[config.mk]
export PLATFORM = sky130hd
export DESIGN_NAME = pwd_sched
export DESIGN_NICKNAME = d
export VERILOG_FILES = /design/src/rtl/pwd_pkg.sv /design/src/rtl/pwd_tick_gen.sv /design/src/rtl/pwd_sched.sv
export SDC_FILE = /design/constraint.sdc
export NUM_CORES = 1
export LEC_CHECK = 0
export ABC_AREA = 1
export BUFFER_PORTS_ARGS = -buffer_cell sky130_fd_sc_hd__buf_2
export CAP_MARGIN = 40
export CORE_MARGIN = 5
export CORE_UTILIZATION = 50
export DETAILED_ROUTE_END_ITERATION = 7
export PLACE_DENSITY = 0.71
export SLEW_MARGIN = 10
export SYNTH_ARGS = -nofsm -noshare
export SYNTH_HDL_FRONTEND = slang
export SYNTH_SLANG_ARGS = --single-unit
[constraint.sdc]
create_clock -name clk -period 2.04 [get_ports clk]
set_input_delay 0.408 -clock clk [delete_from_list [all_inputs] [get_ports clk]]
set_output_delay 0.408 -clock clk [all_outputs]
set_load 0.02 [all_outputs]
[src/rtl/pwd_pkg.sv]
// Shared types and constants for the blink/PWM mode scheduler.
// Optional auto-advance is enabled in pwd_sched by defining PWD_SCHED_AUTO_EN.
package pwd_pkg;

    typedef enum logic [0:0] {
        S_RUN   = 1'b0,
        S_BLANK = 1'b1
    } state_t;

    localparam int N_MODES_DEF  = 9;
    localparam int TICK_DIV_DEF = 10000000;
    localparam int MAX_MODES    = 16;

    // Fixed-width one-hot; callers slice down to their own mode count.
    function automatic logic [MAX_MODES-1:0] onehot(input logic [3:0] idx);
        logic [MAX_MODES-1:0] v;
        v      = '0;
        v[idx] = 1'b1;
        return v;
    endfunction

endpackage

[src/rtl/pwd_tick_gen.sv]
// Free-running tick divider: one-cycle tick every TICK_DIV clocks, restartable.
module pwd_tick_gen #(
    parameter int TICK_DIV = pwd_pkg::TICK_DIV_DEF
) (
    input  logic clk,
    input  logic _rst,
    input  logic restart,
    output logic tick
);

    localparam int            CW   = (TICK_DIV > 1) ? $clog2(TICK_DIV) : 1;
    localparam logic [CW-1:0] LAST = CW'(TICK_DIV - 1);

    logic [CW-1:0] cnt_q, cnt_d;
    logic          tick_q, tick_d;

    // tick is registered from the next count, so it is high exactly while the count sits at LAST.
    always_comb begin
        if (restart || cnt_q == LAST) cnt_d = '0;
        else                          cnt_d = cnt_q + 1'b1;
        tick_d = (cnt_d == LAST);
    end

    always_ff @(posedge clk or negedge _rst) begin
        if (!_rst) begin
            cnt_q  <= '0;
            tick_q <= 1'b0;
        end else begin
            cnt_q  <= cnt_d;
            tick_q <= tick_d;
        end
    end

    assign tick = tick_q;

endmodule

[src/rtl/pwd_sched.sv]
// Mode scheduler: steps a one-hot counter-bank select with clear and blanking.
// Define PWD_SCHED_AUTO_EN to build the auto-advance (slideshow) logic.
module pwd_sched
    import pwd_pkg::*;
#(
    parameter int N_MODES     = N_MODES_DEF,
    parameter int TICK_DIV    = TICK_DIV_DEF,
    parameter int BLANK_TICKS = 2,
    parameter int DWELL_TICKS = 8
) (
    input  logic                       clk,
    input  logic                       _rst,
    input  logic                       btn_next,
    input  logic                       btn_prev,
    output logic [N_MODES-1:0]         sel,
    output logic [$clog2(N_MODES)-1:0] idx,
    output logic                       clr,
    output logic                       tick,
    output logic                       auto_on
);

    localparam int            IW         = $clog2(N_MODES);
    localparam int            BW         = (BLANK_TICKS > 1) ? $clog2(BLANK_TICKS) : 1;
    localparam logic [BW-1:0] BLANK_LAST = BW'((BLANK_TICKS > 0) ? BLANK_TICKS - 1 : 0);
    localparam logic [IW-1:0] IDX_MAX    = IW'(N_MODES - 1);

    state_t               state_q, state_d;
    logic [IW-1:0]        idx_q, idx_d, idx_step;
    logic [N_MODES-1:0]   sel_q, sel_d;
    logic                 clr_q, clr_d;
    logic [BW-1:0]        blank_q, blank_d;
    logic [MAX_MODES-1:0] oh_step, oh_cur;
    logic                 man_next, man_prev, both, auto_adv, step;

    assign man_next = btn_next & ~btn_prev;
    assign man_prev = btn_prev & ~btn_next;
    assign both     = btn_next & btn_prev;
    // A button always wins over the slideshow; an auto-advance can only ever step forward.
    assign step     = man_next | man_prev | (auto_adv & ~both);

    always_comb begin
        if (man_prev) idx_step = (idx_q == '0) ? IDX_MAX : idx_q - 1'b1;
        else          idx_step = (idx_q == IDX_MAX) ? '0 : idx_q + 1'b1;
    end

    assign oh_step = onehot(4'(idx_step));
    assign oh_cur  = onehot(4'(idx_q));

    always_comb begin
        state_d = state_q;
        idx_d   = idx_q;
        sel_d   = sel_q;
        clr_d   = 1'b0;
        blank_d = blank_q;
        if (step) begin
            idx_d   = idx_step;
            clr_d   = 1'b1;
            blank_d = '0;
            if (BLANK_TICKS > 0) begin
                sel_d   = '0;
                state_d = S_BLANK;
            end else begin
                sel_d   = oh_step[N_MODES-1:0];
                state_d = S_RUN;
            end
        end else if (state_q == S_BLANK && tick) begin
            if (blank_q == BLANK_LAST) begin
                state_d = S_RUN;
                sel_d   = oh_cur[N_MODES-1:0];
                blank_d = '0;
            end else begin
                blank_d = blank_q + 1'b1;
            end
        end
    end

    always_ff @(posedge clk or negedge _rst) begin
        if (!_rst) begin
            state_q <= S_RUN;
            idx_q   <= '0;
            sel_q   <= N_MODES'(1);
            clr_q   <= 1'b0;
            blank_q <= '0;
        end else begin
            state_q <= state_d;
            idx_q   <= idx_d;
            sel_q   <= sel_d;
            clr_q   <= clr_d;
            blank_q <= blank_d;
        end
    end

`ifdef PWD_SCHED_AUTO_EN
    localparam int            DW         = (DWELL_TICKS > 1) ? $clog2(DWELL_TICKS) : 1;
    localparam logic [DW-1:0] DWELL_LAST = DW'(DWELL_TICKS - 1);

    logic          auto_q, auto_d;
    logic [DW-1:0] dwell_q, dwell_d;
    logic          run_tick;

    // Dwell only advances on ticks seen while the new mode is actually displayed.
    assign run_tick = auto_q & (state_q == S_RUN) & tick;
    assign auto_adv = run_tick & (dwell_q == DWELL_LAST);

    always_comb begin
        auto_d  = auto_q;
        dwell_d = dwell_q;
        if (both) begin
            auto_d  = ~auto_q;
            dwell_d = '0;
        end else if (step) begin
            dwell_d = '0;
        end else if (run_tick) begin
            dwell_d = dwell_q + 1'b1;
        end
    end

    always_ff @(posedge clk or negedge _rst) begin
        if (!_rst) begin
            auto_q  <= 1'b0;
            dwell_q <= '0;
        end else begin
            auto_q  <= auto_d;
            dwell_q <= dwell_d;
        end
    end

    assign auto_on = auto_q;
`else
    assign auto_adv = 1'b0;
    assign auto_on  = 1'b0;
`endif

    pwd_tick_gen #(
        .TICK_DIV (TICK_DIV)
    ) u_tick (
        .clk     (clk),
        ._rst    (_rst),
        .restart (step),
        .tick    (tick)
    );

    assign sel = sel_q;
    assign idx = idx_q;
    assign clr = clr_q;

endmodule

==> results of run 1 <==
==> cell type report <==
cell class	count	area, um2	share of cell area
multi-input combinational	256	1259	0.4511
tap	67	83.83	0.03004
inverter	46	172.7	0.06188
clock buffer	5	68.82	0.02466
sequential	41	1027	0.3682
timing repair buffer	22	132.6	0.04753
clock inverter	3	46.29	0.01659
==> routing by layer <==
metal	share of wire	vias up	wire length, um
li1	-	1130	-
met1	0.47	1016	2646
met2	0.46	58	2555
met3	0.054	8	300
met4	0.013	0	74
met5	0	-	0
==> path summary, 6_finish.rpt <==
path                                         end  slack, ns  depth (start not counted)
worst max-delay path                 u_tick.tick       0.27                         11
worst min register to register           blank_q       0.51                          2
min in group clk                         blank_q       0.51                          2
max in group asynchronous                 sel[0]       1.43                          2
worst max register to register       u_tick.tick       0.27                         11
worst min-delay path            u_tick.cnt_q[20]       0.05                          1
==> per-stage QoR <==
stage          std cells  hold WS [ns]
3_5_place_dp         432        0.4043
4_1_cts              440       0.06987
5_1_grt              440        0.1006
6_report             440       0.05248
3_3_place_gp         432        0.4105
2_1_floorplan        348        0.1124
==> cells in the mapped netlist, drive strengths merged (2+ instances only) <==
cell type,number,area share
nand2,103,0.17
o21bai,4,0.012
o21ai,14,0.028
dfrtp,40,0.40
nand3,30,0.065
clkbuf,2,0.0030
nand4,4,0.010
a21oi,8,0.016
xor2,3,0.011
clkinv,3,0.0045
inv,43,0.065
buf,3,0.0081
ha,7,0.035
nor2,73,0.13
==> sequential cells by signal (all words and copies together) (netlist names) <==
signal        flops
u_tick.cnt_q     24
blank_q           1
u_tick.tick       1
idx               4
clr               1
state_q           1
sel               9
==> critical path, cell delays in order, from the launching register on <==
cell and delay, ns:
dfrtp_1 0.42, ha_2 0.24, nand3_2 0.13, nor2_1 0.13, nand3_1 0.13, nand2_4 0.17, inv_2 0.08, nand2_1 0.08
nand2_1 0.05, nor2_1 0.09, nand3_1 0.09, nor2_2 0.10
==> kinds of logic (layout without fill, tap and decap cells) <==
group	Yosys count	after routing
AND/OR/NAND/NOR	212	212
other	1	1
flip-flops	41	41
AO/OA/AOI/OAI	32	32
XOR/XNOR	4	4
adder cells (fa/ha/maj)	7	7
buffers and inverters	51	76
==> report_power, final <==
group	switching, uW	internal (uW)	leakage [uW]
clock network	298	366	0.0000543
logic	312	156	0.000706
registers	71.7	862	0.000550
==> timing repair <==
item | CTS | global route
setup buffers | 0 | 0
resized for setup | 0 | 2
endpoints found under the setup margin | 0 | 1
hold buffers | 0 | 0
==> key figures, run 1 <==
Critical path
  – Worst Path Arrival: 2.01 ns
  – Critical path launch point: u_tick.cnt_q[0]
  – Startpoint types: register
  – Worst Path Required: 2.28 ns
  – CP endpoint kind: register
  – Crit-path max FO: 10
  – Worst setup path class: register to register
  – Crit Reg-Reg Startpoint: u_tick.cnt_q[0]

Global routing
  – Grt total ovfl: 0
  – Most Used Layer, Global Route: met2
  – Vias in the first global route: 2149
  – First-pass GRT wire length: 10020 um
  – Tot GR Track Use: 0.1990
  – M1 GR Usage: 0.2789
  – Antenna violations before repair: 0
  – Met3 GRT Util: 0.03700
  – Largest net degree at the start of global routing: 23
  – Grt met2 use: 0.3079

Placement
  – Routability cong.: 0.8718
  – DP Area: 2668 um2
  – HPWL Detailed: 4317 um
  – I/O Buffers: 18
  – DP Worst Slack: 0.2165 ns

Clock tree
  – Clock transition at path regs: 0.08 ns
  – Clock Latency Late Sink: 0.30 ns
  – Clk root buf: clkbuf_8
  – Num Clock Sinks: 41
  – Clock Path Buffers: 2
  – H-tree depth: 2
  – CTS tree: done
  – CTS buffer count: 5

STA
  – RSZ-0062 raised after global routing: false
  – Period utilisation layout: 0.8687
  – Setup TNS Final: 0 ns
  – Max-slew violations: 0
  – Max Clock Freq: 564.3 MHz
  – Setup violation total in the final timing report: 0
  – Hold Violations, Final: 0
  – Tmin final: 1.772 ns
  – Final setup skew: 0.004427 ns
  – Final WS setup: 0.2679 ns

Hold path
  – Hold Crit Class: primary input to async pin

Detailed routing
  – DR vias/cell: 5.027
  – Drt first pass iters: 5
  – Residual DRC: 0
  – Initial DRC count: 194
  – Final WL: 5577 um
  – Routed length per instance: 12.68 um
  – DR vias: 2212
  – Final ANT Viol Nets: 0

Cells and area
  – Layout Nets: 383
  – Final instance area: 2790 um2
  – Fill count: 475
  – Most common cell after layout, fill and taps aside: nand2_1
  – Final Util: 0.5868
  – Commonest non-fill, non-tap cells in the layout: nand2_1 (95), nor2_1 (60), inv_1 (41), dfrtp_1 (40), nand3_1 (28)
  – Diodes inserted: 0
  – Layout area overhead: 12.57%
  – Layout cells sized above 1: 0.1528

Synth
  – EDFF count, synth: 0
  – Post-synth ARST share: 1.000
  – Most used flip-flop cell after synthesis: dfrtp_1
  – Post-Syn Area per Cell: 7.122 um2
  – Share of the yosys chip area belonging to registers: 0.4144
  – Post-synthesis compound-gate area fraction: 0.07420
  – Mux share of post-synthesis cell area: 0
  – Synth cell types: 33
  – Synth Area in Adders: 0.03534
  – Yosys reg bits: 41
  – Post-synthesis xor/xnor area fraction: 0.01413
  – Largest family of logic cells by synthesized area: simple AND/OR/NAND/NOR gates
  – Post-Synth Simple-Gate Area: 0.3796
  – Mapped Area: 2479 um2
  – Yosys warns: 0
  – Mapped Nets: 359
  – Mapped Cells: 348

Floorplan
  – Core area: 4755 um2
  – # IOs: 20
  – Initial Util: 0.5213
  – Die Wd: 80.41 um
  – Die height: 80.41 um
  – Num rows: 25
  – Die area: 6465 um2

Pwr
  – Static Leakage: 0.001310 uW
  – Max rail drop VDD: 0.0004955 V
  – Final Total Pwr: 2066 uW
  – PwrDens: 740.5 nW/um2

Flow run
  – Total of max-cap violations: 0

Outcome
  – Outcome: completed
(Power assumes the default switching activity.)
==> run 2: changes to the inputs <==
- REMOVE_ABC_BUFFERS: not set -> 1
==> run 2 against run 1 <==
Hold slack improved by 0.015 ns. Combinational power decreased by 0.9%. First-iteration DRC count increased by 22%. Worst setup slack got worse by 0.030 ns. Clock skew increased by 0.0026 ns. Critical path type unchanged. Critical endpoint unchanged.
==> key figures, run 2 (synthesis gave the netlist of run 1 again) <==
Critical path
  – CP max-delay cell: dfrtp_1
  – Worst Path Arrival: 2.04 ns (+0.03 ns)
  – Critical path launch point: u_tick.cnt_q[0]
  – Worst-case reg-to-reg path depth: 11 (unchanged)
  – R2r endpoint: u_tick.tick
  – Worst Path Required: 2.28 ns (about the same)
  – Critical-path cell list: ha_1, nand3_2, nor2_1, nand3_1, nand2_4, inv_2, nand2_1, nand2_1, nor2_1, nand3_1, nor2_2
  – Critical path's top delay family: simple AND/OR/NAND/NOR gates
  – Levels on crit path: 11 (unchanged)
  – Crit Reg-Reg Startpoint: u_tick.cnt_q[0]
  – Crit-path max FO: 10 (unchanged)
  – WP buf/inv: 1 (unchanged)
  – Startpoint types: register
  – Reg2reg setup slack: 0.24 ns (-0.03 ns)
  – Slowest stage delay, CP: 0.42 ns (about the same)
  – Worst setup path class: register to register
  – CP endpoint kind: register

Cells and area
  – Fill count: 474 (-0.21%)
  – Final instance area: 2764 um2 (-0.94%)
  – Layout area overhead: 11.51%
  – Commonest non-fill, non-tap cells in the layout: nand2_1 (95), nor2_1 (60), inv_1 (41), dfrtp_1 (40), nand3_1 (28)
  – Layout cells sized above 1: 0.1524 (-0.0004086)
  – Layout Nets: 384 (+0.26%)
  – Largest Register: u_tick.cnt_q
  – Diodes inserted: 0 (unchanged)
  – Most common cell after layout, fill and taps aside: nand2_1
  – Largest register FFs: 24 (unchanged)

Clock tree
  – Clk root buf: clkbuf_8
  – H-tree depth: 2 (unchanged)
  – CTS tree: done
  – Clock transition at path regs: 0.08 ns (about the same)
  – Num Clock Sinks: 41 (unchanged)
  – Cts hold-fix bufs: 0 (unchanged)
  – CTS buffer count: 5 (unchanged)
  – Clock Latency Late Sink: 0.30 ns (about the same)
  – Clock Path Buffers: 2 (unchanged)

Floorplan
  – Die Wd: 80.41 um (unchanged)
  – Initial Util: 0.5213 (unchanged)
  – Core area: 4755 um2 (unchanged)
  – # IOs: 20 (unchanged)
  – Die area: 6465 um2 (unchanged)
  – Die height: 80.41 um (unchanged)
  – Num rows: 25 (unchanged)

Global routing
  – First-pass GRT wire length: 10230 um (+2.1%)
  – Grt total ovfl: 0 (unchanged)
  – Largest net degree at the start of global routing: 22 (-4.3%)
  – Vias in the first global route: 2110 (-1.8%)
  – Tot GR Track Use: 0.2058 (+0.006827)
  – Antenna violations before repair: 0 (unchanged)

STA
  – Final setup skew: 0.007019 ns (+0.002592 ns)
  – Setup TNS Final: 0 ns (unchanged)
  – Max Clock Freq: 554.8 MHz (-1.7%)
  – Hold Violations, Final: 0 (unchanged)
  – Tmin final: 1.802 ns (+0.03025 ns)
  – Setup violation total in the final timing report: 0 (unchanged)
  – Max-slew violations: 0 (unchanged)
  – RSZ-0062 raised after global routing: false
  – Period utilisation layout: 0.8835 (+0.01483)

Placement
  – Routability cong.: 0.9520 (+9.2%)
  – HPWL Detailed: 4496 um (+4.1%)
  – I/O Buffers: 18 (unchanged)
  – DP Area: 2663 um2 (-0.19%)

Detailed routing
  – Initial DRC count: 236 (+22%)
  – DR vias: 2235 (+1.0%)
  – Routed length per instance: 13.15 um (+3.8%)
  – Residual DRC: 0 (unchanged)
  – Final ANT Viol Nets: 0 (unchanged)
  – Final WL: 5801 um (+4.0%)
  – DR vias/cell: 5.068 (+0.81%)
  – Drt first pass iters: 4 (-1)

Hold path
  – Hold Crit Class: primary input to async pin

Pwr
  – Static Leakage: 0.001309 uW (about the same)
  – Max rail drop VDD: 0.0004895 V (-1.2%)
  – PwrDens: 713.8 nW/um2 (-3.6%)

Flow run
  – Total of max-cap violations: 0 (unchanged)

Outcome
  – Outcome: completed
## run 2: final cells by class
class / instances / area (um2) / area share
clock buffer: 6 / 82.58 / 0.02988
timing repair buffer: 23 / 127.6 / 0.04617
sequential: 41 / 1027 / 0.3717
inverter: 46 / 172.7 / 0.06247
tap: 67 / 83.83 / 0.03033
clock inverter: 2 / 13.76 / 0.004980
multi-input combinational: 256 / 1256 / 0.4545
## run 2: worst max-delay path by stage
stage / slack (ns) / end
after floorplan: 0.27 / u_tick.tick
after global placement: 0.29 / sel[7]
after detailed placement: 0.19 / u_tick.tick
after CTS: 0.17 / u_tick.tick
after global routing: 0.06 / u_tick.tick
final: 0.24 / u_tick.tick
## run 2: metrics by stage
step | cells | hold slack (ns) | utilization | power (uW) | setup WS, ns
floorplan | 343 | 0.1124 | - | 1258 | 0.2682
global placement | 433 | 0.4096 | 0.5600 | 1407 | 0.2891
detailed placement | 433 | 0.4048 | 0.5600 | 1421 | 0.1898
CTS | 441 | 0.08177 | 0.5803 | 1986 | 0.1747
global route | 441 | 0.1081 | 0.5813 | 2099 | 0.05679
finish | 441 | 0.06790 | 0.5813 | 1973 | 0.2377
## run 2: repair_timing
item,in CTS,in global routing
setup endpoints to repair,0,1
gates resized for setup,0,1
buffers inserted,0,0
hold endpoints to repair,0,0
## run 2: metal layers
layer | wire length [um] | share of wire | GRT usage
met1 | 2808 | 0.48 | 0.2945
met2 | 2580 | 0.44 | 0.3079
met3 | 340 | 0.059 | 0.04036
met4 | 72 | 0.012 | 0.07264
met5 | 0 | 0 | 0
## run 2: where the power goes
group,internal (uW),switching (uW)
clock network,274,294
logic,153,312
registers,862,77.6
total,1290,683
